### src/rtl/aes_key_expand.sv
// aes_key_expand: AES-128 key schedule that streams round keys 0..NR over a valid/ready handshake
//   clk       in   system clock
//   reset     in   synchronous active-high reset
//   start     in   begin expansion of key (only sampled while idle)
//   key       in   128-bit cipher key, w[0]=[127:96] .. w[3]=[31:0]
//   busy      out  expansion in progress
//   rk_valid  out  round_key/round_idx valid
//   rk_ready  in   consumer takes the current round key
//   round_key out  current round key
//   round_idx out  index of round_key, 0..NR
//   rk_last   out  final round key is being presented
module aes_key_expand #(
    parameter int NR = 10
) (
    input  logic         clk,
    input  logic         reset,
    input  logic         start,
    input  logic [127:0] key,
    output logic         busy,
    output logic         rk_valid,
    input  logic         rk_ready,
    output logic [127:0] round_key,
    output logic [3:0]   round_idx,
    output logic         rk_last
);
    localparam logic [0:0] IDLE = 1'b0;
    localparam logic [0:0] EMIT = 1'b1;
    localparam logic [3:0] LAST = 4'(NR);

    logic [0:0]  state;
    logic [7:0]  rcon;
    logic [31:0] rot, sub, t, w0n, w1n, w2n, w3n;

    function automatic logic [7:0] xtime(input logic [7:0] x);
        return {x[6:0], 1'b0} ^ (x[7] ? 8'h1b : 8'h00);
    endfunction

    function automatic logic [7:0] gmul(input logic [7:0] a, input logic [7:0] b);
        logic [7:0] p, x;
        p = 8'h00;
        x = a;
        for (int i = 0; i < 8; i++) begin
            if (b[i]) p = p ^ x;
            x = xtime(x);
        end
        return p;
    endfunction

    // S-box computed as GF(2^8) inverse (x^254, so 0 maps to 0) followed by the affine map
    function automatic logic [7:0] sbox(input logic [7:0] x);
        logic [7:0] x2, x3, x12, x15, x240, b;
        x2   = gmul(x, x);
        x3   = gmul(x2, x);
        x12  = gmul(gmul(x3, x3), gmul(x3, x3));
        x15  = gmul(x12, x3);
        x240 = gmul(x15, x15);
        x240 = gmul(x240, x240);
        x240 = gmul(x240, x240);
        x240 = gmul(x240, x240);
        b    = gmul(gmul(x240, x12), x2);
        return b ^ {b[6:0], b[7]} ^ {b[5:0], b[7:6]} ^ {b[4:0], b[7:5]} ^ {b[3:0], b[7:4]} ^ 8'h63;
    endfunction

    assign rot = {round_key[23:0], round_key[31:24]};
    assign sub = {sbox(rot[31:24]), sbox(rot[23:16]), sbox(rot[15:8]), sbox(rot[7:0])};
    assign t   = sub ^ {rcon, 24'h0};
    assign w0n = round_key[127:96] ^ t;
    assign w1n = round_key[95:64] ^ w0n;
    assign w2n = round_key[63:32] ^ w1n;
    assign w3n = round_key[31:0] ^ w2n;

    assign busy     = state == EMIT;
    assign rk_valid = state == EMIT;
    assign rk_last  = rk_valid && round_idx == LAST;

    always_ff @(posedge clk) begin
        if (reset) begin
            state     <= IDLE;
            round_key <= '0;
            round_idx <= '0;
            rcon      <= 8'h01;
        end else if (state == IDLE) begin
            if (start) begin
                state     <= EMIT;
                round_key <= key;
                round_idx <= '0;
                rcon      <= 8'h01;
            end
        end else if (rk_ready) begin
            if (round_idx == LAST) begin
                state <= IDLE;
            end else begin
                round_key <= {w0n, w1n, w2n, w3n};
                round_idx <= round_idx + 4'd1;
                rcon      <= xtime(rcon);
            end
        end
    end
endmodule

### config.mk
export PLATFORM = sky130hd
export DESIGN_NAME = aes_key_expand
export DESIGN_NICKNAME = d
export VERILOG_FILES = /design/src/rtl/aes_key_expand.sv
export SDC_FILE = /design/constraint.sdc
export NUM_CORES = 2
export LEC_CHECK = 0
export BUFFER_PORTS_ARGS = -buffer_cell sky130_fd_sc_hd__buf_2
export CAP_MARGIN = 20
export CORE_ASPECT_RATIO = 0.7
export CORE_UTILIZATION = 45
export CTS_CLUSTER_DIAMETER = 200
export DETAILED_ROUTE_END_ITERATION = 7
export SETUP_SLACK_MARGIN = 0.4
export SLEW_MARGIN = 10
export SYNTH_ARGS = -nofsm -noshare
export SYNTH_HDL_FRONTEND = slang
export SYNTH_SLANG_ARGS = --single-unit
### constraint.sdc
create_clock -name clk -period 39 [get_ports clk]
set_clock_uncertainty 0.2 [all_clocks]
set_input_delay 1.95 -clock clk [delete_from_list [all_inputs] [get_ports clk]]
set_output_delay 1.95 -clock clk [all_outputs]
set_load 0.05 [all_outputs]
### Word-level counts from Yosys, hierarchy flattened

Index checks and enable logic that the tools add are counted.

* register bits after elaboration: 141
* bits of input ports: 132
* output and inout bits: 135
* word-level logic and storage cells: 1330

* add/subtract/negate cells: 1
* equal/unequal tests: 3
* mux-type cells: 677
* bitwise gates (word level): 642
* reduce and logical (&&, ||, !) cells: 3

Operators by type and width (count)
* $mux W8: 356
* $xor A8 B8 Y8: 324
* $xor A8 B5 Y8: 309
* $mux W5: 309
* $mux W128: 4
* $xor A32 B32 Y32: 5
* $mux W4: 4
* $not A4 Y4: 4
* $add A4 B1 Y4 const B: 1
* $eq A4 B4 Y1 const B: 1
* $mux W1: 4
* $ne A2 B2 Y1 const B: 2
* $reduce_and A3 Y1: 1
* $reduce_bool A2 Y1: 1
* $logic_and A1 B1 Y1: 1

### Depth between registers and ports, before layout

* word-level depth: 189
* depth in mapped cells: 83
* mapped depth without buffers: 72

### Worst setup path after synthesis

No wires, ideal clock.

* kind: register to register
* from: reg round_key[0]
* to: reg round_key[10]
* setup time: 132 ps
* arrival: 19957 ps
* path slack: 18710 ps
* stages on the path, launching flop included: 77
* clock period less this slack: 20290 ps
* cells stage by stage: dfxtp_1 -> ha_1 -> buf_2 -> xor2_1 -> nor2_1 -> xor2_1 -> xor3_2 -> xor2_4 -> xnor2_1 -> o21ai_0 -> a311o_1 -> a211o_1 -> and2_1 -> buf_2 -> inv_2 -> buf_2 -> buf_1 -> ha_1 -> [... 41 more ...] -> xnor3_1 -> xnor2_1 -> buf_2 -> xor2_1 -> a221oi_1 -> xnor3_1 -> xnor2_2 -> xnor2_2 -> nor2_1 -> xnor3_1 -> xnor2_1 -> xnor2_1 -> xor3_1 -> xnor2_1 -> xnor2_1 -> nor4_1 -> a31oi_1 -> a31oi_1

* longest elaborated chain between the ends: 181
* elaborated cells between the ends (all ways): 324
* those cells by class: mux: 161; bitwise: 163

RTL lines
* from (decl): RTL line 22 `output logic [127:0] round_key,`
* from (signal assigned): RTL line 85 `round_key <= key;`
* from (signal assigned): RTL line 93 `round_key <= {w0n, w1n, w2n, w3n};`
* $mux W8: RTL line 43 `if (b[i]) p = p ^ x;`
* $xor A8 B8 Y8: RTL line 43
* $mux W8: RTL line 43
* $xor A8 B8 Y8: RTL line 43
* $mux W8: RTL line 43
* $xor A8 B8 Y8: RTL line 43
* $mux W8: RTL line 43
* $xor A8 B8 Y8: RTL line 43
* [... 165 more ...]
* $xor A32 B32 Y32 (*): RTL line 66 `assign t = sub ^ {rcon, 24'h0};`
* $xor A32 B32 Y32 (*): RTL line 67 `assign w0n = round_key[127:96] ^ t;`
* $xor A32 B32 Y32 (*): RTL line 68 `assign w1n = round_key[95:64] ^ w0n;`
* $xor A32 B32 Y32 (*): RTL line 69 `assign w2n = round_key[63:32] ^ w1n;`
* $xor A32 B32 Y32 (*): RTL line 70 `assign w3n = round_key[31:0] ^ w2n;`
* $mux W128 (*): RTL line 90 `if (round_idx == LAST) begin`
* $mux W128 (*): RTL line 89 `end else if (rk_ready) begin`
* $mux W128 (*): RTL line 82 `end else if (state == IDLE) begin`

Mark *: on every way between the ends. The rest lies on a longest branch, timed or not. The select of a mux whose other input is x is not followed.
A chain may end at the register's enable or synchronous reset.

### Worst setup path after layout

* from: reg round_key[31]
* to: reg round_key[39]

* longest elaborated chain between the ends: 180
* elaborated cells between the ends (all ways): 326
* those cells by class: mux: 164; bitwise: 162

RTL lines
* $mux W5 / $mux W8 (equally long branches): RTL line 35, 43
* $xor A8 B5 Y8 / $xor A8 B8 Y8 (equally long branches): RTL line 35, 43
* $xor A8 B8 Y8 / $mux W8 (equally long branches): RTL line 43
* $mux W8 / $xor A8 B8 Y8 (equally long branches): RTL line 43
* $xor A8 B8 Y8 / $mux W8 (equally long branches): RTL line 43
* $mux W8 / $xor A8 B8 Y8 (equally long branches): RTL line 43
* $xor A8 B8 Y8 / $mux W8 (equally long branches): RTL line 43
* $mux W8 / $xor A8 B8 Y8 (equally long branches): RTL line 43
* [... 164 more ...]
* $xor A8 B8 Y8 (*): RTL line 61 `return b ^ {b[6:0], b[7]} ^ {b[5:0], b[7:6]} ^ {b[4:0], b[7:5]} ^ {b[3:0], b[7:4]} ^ 8'h63;`
* $xor A32 B32 Y32 (*): RTL line 66
* $xor A32 B32 Y32 (*): RTL line 67
* $xor A32 B32 Y32 (*): RTL line 68
* $xor A32 B32 Y32 (*): RTL line 69
* $mux W128 (*): RTL line 90
* $mux W128 (*): RTL line 89
* $mux W128 (*): RTL line 82

Marks and branches as above.

==> impl_metrics.xml <==
<?xml version="1.0" encoding="UTF-8"?>
<metrics>
  <group name="layout">
    <metric name="fin_nets" unit="">6931</metric>
    <metric name="post_route_cells_drive_above_1_share" unit="%">12.11</metric>
    <metric name="layout.filler_cells" unit="">11572</metric>
    <metric name="synthToLayoutAreaGrowth" unit="%">5.163</metric>
    <metric name="register_area" unit="mm²">0.002828</metric>
    <metric name="multi_input_comb_area" unit="mm²">0.04826</metric>
  </group>
  <group name="drt">
    <metric name="detail_route.vias_per_cell" unit="">5.819</metric>
    <metric name="wirelength" unit="mm">171.1</metric>
    <metric name="post-route-drc-count" unit="">0</metric>
    <metric name="final_antenna_net_count" unit="">0</metric>
    <metric name="drtIter0Drc" unit="">4815</metric>
    <metric name="detail_route.first_pass.iterations" unit="">8</metric>
    <metric name="avgRoutedWirePerCell" unit="µm">20.52</metric>
    <metric name="vias" unit="">48501</metric>
  </group>
  <group name="synthesis">
    <metric name="seq_area_frac_synth" unit="%">5.239</metric>
    <metric name="synthCells" unit="">6804</metric>
    <metric name="ys_ff_latch" unit="">141</metric>
    <metric name="synth_top_cells_by_area" unit="">xnor2_1 20%, xnor3_1 13%, xor2_1 6.3%</metric>
    <metric name="synth_fp_nets" unit="">6966</metric>
    <metric name="asyncSetResetFlopFracSynth" unit="%">0</metric>
    <metric name="synth_top_area_share" unit="%">19.62</metric>
    <metric name="synth_area" unit="mm²">0.05388</metric>
    <metric name="synth_edf_count" unit="">0</metric>
    <metric name="post_synth.cell_area_avg" unit="µm²">7.918</metric>
    <metric name="synthesis.yosys.warnings" unit="">0</metric>
    <metric name="netlist-cell-type-count" unit="">132</metric>
    <metric name="synthDominantAreaCellType" unit="">xnor2_1</metric>
    <metric name="dominantRegCellSynth" unit="">dfxtp_1</metric>
  </group>
  <group name="cts">
    <metric name="root_buffer" unit="">clkbuf_16</metric>
    <metric name="cts.htree.levels" unit="">4</metric>
    <metric name="hold_bufs_at_cts" unit="">0</metric>
    <metric name="post_cts_resized" unit="">0</metric>
    <metric name="path_clk_slew" unit="ns">0.08</metric>
    <metric name="cts.path.max_buffers" unit="">2</metric>
    <metric name="post-cts-setup-buffer-count" unit="">0</metric>
    <metric name="tritoncts" unit="">built</metric>
    <metric name="tritoncts_num_sinks" unit="">141</metric>
    <metric name="total_clock_buffers_created_by_cts" unit="">17</metric>
    <metric name="clock_latency" unit="ns">0.50</metric>
  </group>
  <group name="worst_setup_path">
    <metric name="critPathSlowestCell" unit="">xnor2_1</metric>
    <metric name="start_kind" unit="">flip-flop</metric>
    <metric name="crit_type" unit="">reg2reg</metric>
    <metric name="required_arrival_time_at_the_worst_endpoint" unit="ns">39.21</metric>
    <metric name="flop2flop_setup_slack" unit="ns">14.60</metric>
    <metric name="path_max_fanout" unit="">25</metric>
    <metric name="slowest_delay" unit="ns">0.95</metric>
    <metric name="worst_ep_arrival_time" unit="ns">24.61</metric>
    <metric name="reg2reg_depth" unit="">68</metric>
    <metric name="timing.rr.end" unit="">round_key[39]</metric>
    <metric name="cp-startpoint" unit="">round_key[31]</metric>
    <metric name="cp-end-kind" unit="">flip-flop</metric>
    <metric name="worst_r2r_startpoint" unit="">round_key[31]</metric>
    <metric name="critical_path.most_common_cell" unit="">xnor2_1</metric>
    <metric name="setup.worst_path.end" unit="">round_key[39]</metric>
  </group>
  <group name="die">
    <metric name="starting_density" unit="%">45.67</metric>
    <metric name="top_level_ports" unit="">267</metric>
    <metric name="fp.dieArea" unit="mm²">0.1211</metric>
    <metric name="dieWidth" unit="µm">415.6</metric>
    <metric name="floorplan.core_area" unit="mm²">0.1180</metric>
    <metric name="rows" unit="">105</metric>
    <metric name="vertical_die_dimension" unit="µm">291.5</metric>
  </group>
  <group name="sta">
    <metric name="period_share" unit="%">62.56</metric>
    <metric name="final.min_clock_period" unit="ns">24.40</metric>
    <metric name="maxSlewHeadroom" unit="%">23.45</metric>
    <metric name="hold_slack" unit="ns">0.2834</metric>
    <metric name="max_freq" unit="MHz">40.98</metric>
    <metric name="rsz0062_at_grt" unit="">no</metric>
    <metric name="setup_viol" unit="">0</metric>
    <metric name="worstMarginPinSlew" unit="ns">1.144</metric>
    <metric name="final.setup.tns" unit="ns">0</metric>
    <metric name="final_max_slew_viol_count" unit="">0</metric>
    <metric name="final-hold-violation-count" unit="">0</metric>
  </group>
  <group name="grt">
    <metric name="grt_pass1_vias" unit="">43625</metric>
    <metric name="antenna_found_initial" unit="">9</metric>
    <metric name="overflow" unit="">0</metric>
    <metric name="grt_max_degree" unit="">75</metric>
    <metric name="grt_pass1_wl" unit="mm">263.3</metric>
    <metric name="track_usage" unit="%">26.99</metric>
  </group>
  <group name="hold_path">
    <metric name="timing.hold.worst.class" unit="">reg2reg</metric>
    <metric name="min_delay_path_depth" unit="">2</metric>
  </group>
  <group name="status">
    <metric name="run_status" unit="">complete, no violations</metric>
  </group>
  <group name="placement">
    <metric name="globalplace.congestion" unit="">0.9364</metric>
    <metric name="hpwlAfterDp" unit="mm">127.4</metric>
    <metric name="numPortBuffers" unit="">266</metric>
  </group>
  <group name="flow_run">
    <metric name="maxCapViolCount" unit="">0</metric>
  </group>
</metrics>
[critical path: cells and delay by family (launching register included)]
family | cells | cell delay, ns
xor+xnor | 33 | 14.51
simple gates | 13 | 2.06
fa+ha+maj | 7 | 3.07
compound gates | 7 | 1.69
buf+inv | 6 | 1.85
flops | 1 | 0.33
mux | 2 | 0.55
[area by class of cell]
| class | instances | share of cell area (%) |
|---|---|---|
| clock buffer | 17 | 0.7508 |
| antenna | 2 | 0.008833 |
| tap | 1551 | 3.425 |
| clock inverter | 15 | 0.3003 |
| sequential | 141 | 4.991 |
| multi-input combinational | 6062 | 85.17 |
| timing repair buffer | 433 | 4.589 |
| inverter | 114 | 0.7663 |
[routing by layer]
layer	track usage (%)	vias up	share of wire, %
met5	0	-	0.0041
met4	7.326	2	2.6
met3	3.641	143	7.0
met2	39.42	1553	42
met1	40.92	23384	48
li1	-	23419	-
[worst min-delay path by stage]
stage	from	endpoint	slack, ns
detailed placement	round_key[99]	round_key[99]	0.28
global route	round_key[44]	round_key[44]	0.31
global placement	round_key[99]	round_key[99]	0.26
floorplan	rcon[5]	rcon[6]	0.26
CTS	round_key[99]	round_key[99]	0.29
finish	round_key[99]	round_key[99]	0.28
[per-stage QoR]
stage          area [µm²]  worst slack, ns  util, %  instances
4_1_cts             56620            14.93    47.99       8330
5_1_grt             56660            13.20    48.03       8335
6_report            56660            14.60    48.03       8335
2_1_floorplan       53880            18.71        -       6804
3_5_place_dp        56030            14.99    47.49       8298
3_3_place_gp        56030            15.20    47.49       8298
[synth_stat cells (all sizes together) (104+ instances only)]
| cell | number |
|---|---|
| nor3 | 156 |
| o21ai | 268 |
| mux2i | 214 |
| nor2 | 756 |
| xor2 | 427 |
| xnor2 | 1325 |
| clkbuf | 248 |
| nand2 | 756 |
| nand3 | 165 |
| dfxtp | 141 |
| inv | 104 |
| a21oi | 323 |
| xnor3 | 338 |
| buf | 235 |
[sequential cells by signal, summed over array words and instances, names as in the netlist]
register   cells
round_key    128
busy           1
round_idx      4
rcon           8
[layout by cell type, fill, tap and decap left out, drive strengths merged, types with 165 or more instances in the layout]
cell type and instances:
a21oi 323, xor2 427, nand3 165, o21ai 268
xnor2 1325, mux2i 214, nand2 756, buf 433
nor2 756, xnor3 338
[cell families after synthesis]
family	share of synthesized area (%)
xor gates and xnor gates	47.25
and+or+nand+nor	19.74
adders and majority gates	0.7339
muxes	5.516
AOI/OAI and AO/OA	16.16
buffers and inverters	5.358
DFF	5.239
Power is left out: the tool's default activity adds up to more than one toggle a clock period on the data nets, which glitch-free logic cannot reach.
